--- config.mk ---
export PLATFORM = sky130hd
export DESIGN_NAME = gbp_index_queue
export DESIGN_NICKNAME = d
export VERILOG_FILES = /design/src/rtl/gbp_index_queue.sv
export SDC_FILE = /design/constraint.sdc
export NUM_CORES = 1
export LEC_CHECK = 0
export CAP_MARGIN = 30
export CORE_MARGIN = 3
export CORE_UTILIZATION = 44
export CTS_CLUSTER_DIAMETER = 150
export DETAILED_ROUTE_END_ITERATION = 6
export PLACE_DENSITY_LB_ADDON = 0.15
export SKIP_CTS_REPAIR_TIMING = 1
export SYNTH_ARGS = -nofsm -noshare
export SYNTH_HDL_FRONTEND = slang
export SYNTH_SLANG_ARGS = --single-unit
--- constraint.sdc ---
create_clock -name clk_i -period 3.5 [get_ports clk_i]
set_clock_uncertainty 0.15 [all_clocks]
set_input_delay 0.525 -clock clk_i [delete_from_list [all_inputs] [get_ports clk_i]]
set_output_delay 0.525 -clock clk_i [all_outputs]
set_load 0.02 [all_outputs]
--- src/rtl/gbp_index_queue.sv ---
// In-order queue of global-predictor indices between fetch and execute resolution.
// Optional GBP_INDEX_QUEUE_PC_CHECK_EN: stores the PC and treats a pop with a PC mismatch as a flush.
module gbp_index_queue #(
  parameter int unsigned VLEN                     = 64,
  parameter int unsigned GlobalPredictorIndexBits = 8,
  parameter int unsigned NR_ENTRIES               = 8,
  localparam int unsigned PTR_W = $clog2(NR_ENTRIES),
  localparam int unsigned CNT_W = PTR_W + 1
) (
  input  logic                                clk_i,
  input  logic                                rst_ni,
  input  logic                                flush_i,
  input  logic                                debug_mode_i,
  input  logic                                push_valid_i,
  output logic                                push_ready_o,
  input  logic [GlobalPredictorIndexBits-1:0] push_index_i,
  input  logic [VLEN-1:0]                     push_pc_i,
  input  logic                                resolve_valid_i,
  input  logic [VLEN-1:0]                     resolve_pc_i,
  input  logic                                resolve_taken_i,
  output logic                                update_valid_o,
  output logic [VLEN-1:0]                     update_pc_o,
  output logic                                update_taken_o,
  output logic [GlobalPredictorIndexBits-1:0] update_index_o,
  output logic [CNT_W-1:0]                    count_o,
  output logic                                orphan_o
);

  typedef struct packed {
    logic [GlobalPredictorIndexBits-1:0] idx;
`ifdef GBP_INDEX_QUEUE_PC_CHECK_EN
    logic [VLEN-1:0]                     pc;
`endif
  } entry_t;

  entry_t             mem_q [NR_ENTRIES];
  entry_t             wr_entry, head;
  logic [PTR_W-1:0]   wptr_q, rptr_q;
  logic [CNT_W-1:0]   count_q;
  logic               push_en, pop_req, pop_en, mismatch, kill, orphan_d, upd_valid_d;

  assign push_ready_o = (count_q < CNT_W'(NR_ENTRIES));
  assign head         = mem_q[rptr_q];

  always_comb begin
    wr_entry     = '0;
    wr_entry.idx = push_index_i;
`ifdef GBP_INDEX_QUEUE_PC_CHECK_EN
    wr_entry.pc  = push_pc_i;
`endif
  end

  assign pop_req = resolve_valid_i && (count_q != '0) && !flush_i;
`ifdef GBP_INDEX_QUEUE_PC_CHECK_EN
  assign mismatch = pop_req && (head.pc != resolve_pc_i);
`else
  assign mismatch = 1'b0;
`endif
  // A PC mismatch means the queue lost sync with execute; drop everything like a flush.
  assign kill        = flush_i || mismatch;
  assign pop_en      = pop_req && !mismatch;
  assign push_en     = push_valid_i && push_ready_o && !kill;
  assign orphan_d    = !flush_i && resolve_valid_i && ((count_q == '0) || mismatch);
  assign upd_valid_d = pop_en && !debug_mode_i;

  always_ff @(posedge clk_i) begin
    if (push_en) mem_q[wptr_q] <= wr_entry;
  end

  always_ff @(posedge clk_i or negedge rst_ni) begin
    if (!rst_ni) begin
      wptr_q  <= '0;
      rptr_q  <= '0;
      count_q <= '0;
    end else if (kill) begin
      wptr_q  <= '0;
      rptr_q  <= '0;
      count_q <= '0;
    end else begin
      if (push_en) wptr_q <= wptr_q + PTR_W'(1);
      if (pop_en)  rptr_q <= rptr_q + PTR_W'(1);
      count_q <= count_q + CNT_W'(push_en) - CNT_W'(pop_en);
    end
  end

  // Data outputs hold between pops; only the strobe and orphan pulse return to 0.
  always_ff @(posedge clk_i or negedge rst_ni) begin
    if (!rst_ni) begin
      update_valid_o <= 1'b0;
      update_pc_o    <= '0;
      update_taken_o <= 1'b0;
      update_index_o <= '0;
      orphan_o       <= 1'b0;
    end else begin
      update_valid_o <= upd_valid_d;
      orphan_o       <= orphan_d;
      if (pop_en) begin
        update_pc_o    <= resolve_pc_i;
        update_taken_o <= resolve_taken_i;
        update_index_o <= head.idx;
      end
    end
  end

  assign count_o = count_q;

endmodule

## Yosys cells after proc, flatten, opt, wreduce, memory -nomap -nowiden

Memory sizes are Yosys's and may differ from the RTL's. A register that Yosys moved wholly into a read port is not among the register bits.
Cells that the tools add are included.

- Register bits after elaboration: 77
- Memory bits (writable): 64
- Input port bits: 143
- Logic and storage cells: 34
- Memories kept: 1

Memories:

| memory | depth | width | rd ports | clocked after memory_dff | wr ports | line | RTL |
|---|---|---|---|---|---|---|---|
| mem_q | 8 | 8 | 1 | 1 | 1 | 36 | `entry_t mem_q [NR_ENTRIES];` |

- $add $sub $neg: 4
- Magnitude comparators: 1
- Multiplexer cells: 7
- Reduce and logical (&&, ||, !) cells: 14

Operator list:

| operator | number |
|---|---|
| 2-to-1 mux 3 bit | 4 |
| logical AND 1 bit | 7 |
| adder 3 x 1 -> 3 bit, second input constant | 2 |
| adder 4 x 1 -> 4 bit | 1 |
| logical NOT 4 bit | 1 |
| < comparator 4 bit, second input constant | 1 |
| 2-to-1 mux 4 bit | 1 |
| nonzero test 2 bit | 2 |
| nonzero test 4 bit | 1 |
| subtractor 4 x 1 -> 4 bit | 1 |
| logical NOT 1 bit | 3 |
| 2-to-1 mux 1 bit | 2 |

## Depth between registers and ports, before layout

- Word-level depth: 6
- Depth in mapped cells: 14
- Gate-level depth less buffers: 12

## Worst setup path before layout

OpenSTA, ideal clock, no wires.

- Kind: flip-flop to flip-flop
- Start point: register count_q[3] (netlist: count_o[3])
- End point: register count_q[2] (netlist: count_o[2])
- Library setup time: 132 ps
- Data arrival time: 2660 ps
- Data required time: 3218 ps
- Setup slack: 558 ps
- Cell stages (with the launch flop): 14
- Path buffers: 2
- Period minus slack after synthesis: 2942 ps
- Cell sequence: dfrtp_1 inv_1 ha_1 or3b_4 nand3b_4 inv_2 buf_6 buf_6 ha_1 inv_1 ha_1 fa_1 xnor2_1 nor2_1

- Cells in the longest elaborated chain, start to end: 6
- Elaborated cells between the ends (all ways): 9

Ends and longest elaborated chain:

| item | line | RTL |
|---|---|---|
| start: declaration | 39 | `logic [CNT_W-1:0] count_q;` |
| start signal: assignment | 82 | `count_q <= count_q + CNT_W'(push_en) - CNT_W'(pop_en);` |
| < comparator 4 bit | 42 | `assign push_ready_o = (count_q < CNT_W'(NR_ENTRIES));` |
| named net push_ready_o | 15 | `output logic push_ready_o,` |
| logical AND 1 bit (2 in series) | 62 | `assign push_en = push_valid_i && push_ready_o && !kill;` |
| adder 4 x 1 -> 4 bit | 82 |  |
| subtractor 4 x 1 -> 4 bit | 82 |  |
| 2-to-1 mux 4 bit | 75 | `end else if (kill) begin` |

The timed path passes the listed nets, and every way through them passes these cells.
A chain may end at the register's enable or synchronous reset.

## Worst setup path after layout

- Start point: register count_q[3] (netlist: count_o[3])
- End point: register count_q[1] (netlist: count_o[1])

- Cells in the longest elaborated chain, start to end: 6
- Elaborated cells between the ends (all ways): 9

Ends and longest elaborated chain:

| item | line |
|---|---|
| < comparator 4 bit | 42 |
| logical AND 1 bit (2 in series) | 62 |
| adder 4 x 1 -> 4 bit | 82 |
| subtractor 4 x 1 -> 4 bit (*) | 82 |
| 2-to-1 mux 4 bit (*) | 75 |

Mark *: on every way between the ends. The rest lies on a longest branch, timed or not.

==> results_dict.tcl <==
set metrics [dict create \
    outcome "completed" \
    dp.cells 824 \
    p_seq_frac 0.368 \
    yosysSeqAreaShare 0.682 \
    htree_levels 4 \
    power.density_nw_per_um2 827 \
    switching_share 0.342 \
    intPower_uw 4490 \
    cp_common_cell "ha_1" \
    whs_ns 0.324 \
    totalWireLength_um 13800 \
    synth_async_sr_flop_share 0.570 \
    grt_pass1_vias 4049 \
    synth-edff-count 64 \
    fin_cells 857 \
    p_leak_uw 0.00356 \
    tightest_slew_ns 0.811 \
    initial_core_util 0.459 \
    critPathKind "register to register" \
    reg2reg_slack_ns 1.01 \
    place.gp.congestion 0.766 \
    synthFlopType "dfrtp_1" \
    syn_to_final_growth_pct 38.9 \
    reg2reg_from "count_o[3]" \
    drive_gt1_frac 0.0774 \
    arrival_ns 2.68 \
    drv_slew 0 \
    root_buffer "clkbuf_16" \
    drt_iter0_drc 227 \
    ys_types 29 \
    n_antenna_cell 0 \
    rows 41 \
    clk_pin_slew_worst_paths_ns 0.06 \
    power_frac_clock 0.258 \
    startpoint_type "register" \
    wl_per_cell_um 16.1 \
    grt_max_degree 75 \
    nFillCells 1035 \
    cp_slowest_cell "fa_1" \
    synthTopCellsByArea "dfrtp_1, edfxtp_1, nand2_1" \
    drcViolationCount 0 \
    slew_headroom 0.458 \
    crit_end "count_o[1]" \
    first_pass_iters 5 \
    dieHeight_um 122 \
    critPathMaxFanout 5 \
    yosys.cell_count.top_type "nand2_1" \
    cts.sinks 149 \
    num_vias 4097 \
    routed_via_density 4.78 \
    synthCells 501 \
    cts_tree "yes" \
    synth_fp_nets 652 \
    setup_viol 0 \
    final_nets 823 \
    io_buffers 158 \
    end_kind "register" \
    min_path_type "register to register" \
    finalCritPeriodShare 0.712 \
    core_um2 12900 \
    place_ws_ns 0.590 \
    grt_setup_unrepaired "false" \
    yosys_warnings 0 \
    path_cells "inv_1 > ha_1 > or3b_4 > nand3b_4 > inv_2 > ha_1 > inv_1 > ha_1 > fa_1 > nor2b_1" \
    post-dp-hpwl_um 9470 \
    die_w_um 122 \
    syn_area_um2 5940 \
    synth_top_cells_by_count "nand2_1, dfrtp_1, edfxtp_1" \
    timing.final.crit_period_ns 2.49 \
    antenna_found_initial 0 \
    finalHoldViolations 0 \
    r2r_end "count_o[1]" \
    fmax_mhz 401 \
    clk_latency_ns 0.42 \
    combPwrFrac 0.374 \
    synth_top_area_frac 0.358 \
    r2r_cells 10 \
    synth.avg_cell_area_um2 11.9 \
    grt_pass1_wl_um 21300 \
    peakVddDrop_v 0.000438 \
    clockBufferDepth 2 \
    cts_buffers 17 \
    multi_input_area_um2 1660 \
    ff_latch_area_um2 4050 \
    grtUsageTotal 0.190 \
    ys_seq_elements 149 \
    fin_setup_tns_ns 0 \
    grt_overflow_total 0 \
    dieArea_um2 14900 \
    startpoint "count_o[3]" \
    yosysTopAreaCell "dfrtp_1" \
    p_switching_uw 2330 \
    final.setup.worst_slack_ns 1.01 \
    cap_violations 0 \
    antenna_left 0 \
    cp.required_ns 3.69 \
    ios 223 \
    postLayoutCoreUtil 0.638 \
    critPathMaxStageDelay_ns 0.48 \
]
final cells by class:
class / count / area share
sequential: 149 / 0.491
multi-input combinational: 322 / 0.201
tap: 172 / 0.0261
clock inverter: 14 / 0.0187
inverter: 6 / 0.00273
clock buffer: 18 / 0.0520
timing repair buffer: 176 / 0.208
cells by family after synthesis:
logic type,count (synthesis),synth area share
AOI/OAI and AO/OA,19,0.0232
xor gates and xnor gates,6,0.00885
muxes,33,0.0556
adders and majority gates,8,0.0181
and+or+nand+nor,256,0.174
DFF,149,0.682
buffers and inverters,30,0.0386
layer usage:
| metal | vias to the layer above | global-route usage | part of all wire |
|---|---|---|---|
| li1 | 1996 | - | - |
| met1 | 1927 | 0.247 | 0.44 |
| met2 | 147 | 0.301 | 0.46 |
| met3 | 27 | 0.0566 | 0.076 |
| met4 | 0 | 0.0784 | 0.021 |
| met5 | - | 0 | 0 |
state kept, by name (all words and copies together), names as in the netlist:
name,cells
update_pc_o,64
mem_q,64
rptr_q,3
count_o,4
update_valid_o,1
update_index_o,8
orphan_o,1
update_taken_o,1
wptr_q,3
worst max-delay path: cells and delay by family, from the launching register on:
kind / cells / cell delay (ns)
adder cells (fa/ha/maj): 4 / 1.06
buffers and inverters: 3 / 0.16
flip-flops: 1 / 0.39
AND/OR/NAND/NOR: 3 / 0.66
metrics by stage:
step / power [µW] / cell area (µm²)
3_5_place_dp: 5120 / 7650
3_3_place_gp: 5050 / 7650
6_report: 6820 / 8250
2_1_floorplan: 3960 / 5940
4_1_cts: 6890 / 8240
5_1_grt: 7220 / 8250
power groups by stage:
stage	Clock, µW	Combinational [µW]	Sequential (µW)
after floorplan	0	926	3030
after global placement	0	2530	2520
after detailed placement	0	2570	2550
after CTS	1800	2580	2510
after global routing	1890	2770	2560
final	1760	2550	2510
placed cells by master, fill, tap and decap left out, types with 2 or more instances in the layout:
| cell | Yosys | routed |
|---|---|---|
| a21oi_1 | 2 | 2 |
| a22oi_1 | 16 | 16 |
| buf_4 | 2 | 18 |
| bufinv_16 | 0 | 2 |
| clkbuf_16 | 0 | 17 |
| clkdlybuf4s50_1 | 0 | 157 |
| clkinv_4 | 0 | 3 |
| clkinvlp_4 | 0 | 6 |
| dfrtp_1 | 85 | 85 |
| edfxtp_1 | 64 | 64 |
| ha_1 | 7 | 7 |
| inv_1 | 5 | 5 |
| inv_6 | 0 | 2 |
| mux2i_1 | 33 | 33 |
| nand2_1 | 215 | 215 |
| nand2b_1 | 3 | 3 |
| nand3_1 | 10 | 10 |
| nor2_1 | 15 | 15 |
| nor2b_1 | 5 | 5 |
| nor3_1 | 2 | 2 |
| xnor2_1 | 3 | 3 |
| xor2_1 | 3 | 3 |
how the worst min path moves through the flow:
stage	start	endpoint	cells after the start
after detailed placement	update_pc_o[35]	update_pc_o[35]	2
after CTS	rst_ni	rptr_q[1]	1
after global placement	update_pc_o[56]	update_pc_o[56]	2
final	update_index_o[7]	update_index_o[7]	2
after global routing	update_pc_o[31]	update_pc_o[31]	2
after floorplan	rst_ni	count_o[0]	0
No activity file was read; power rests on OpenSTA's default activity.
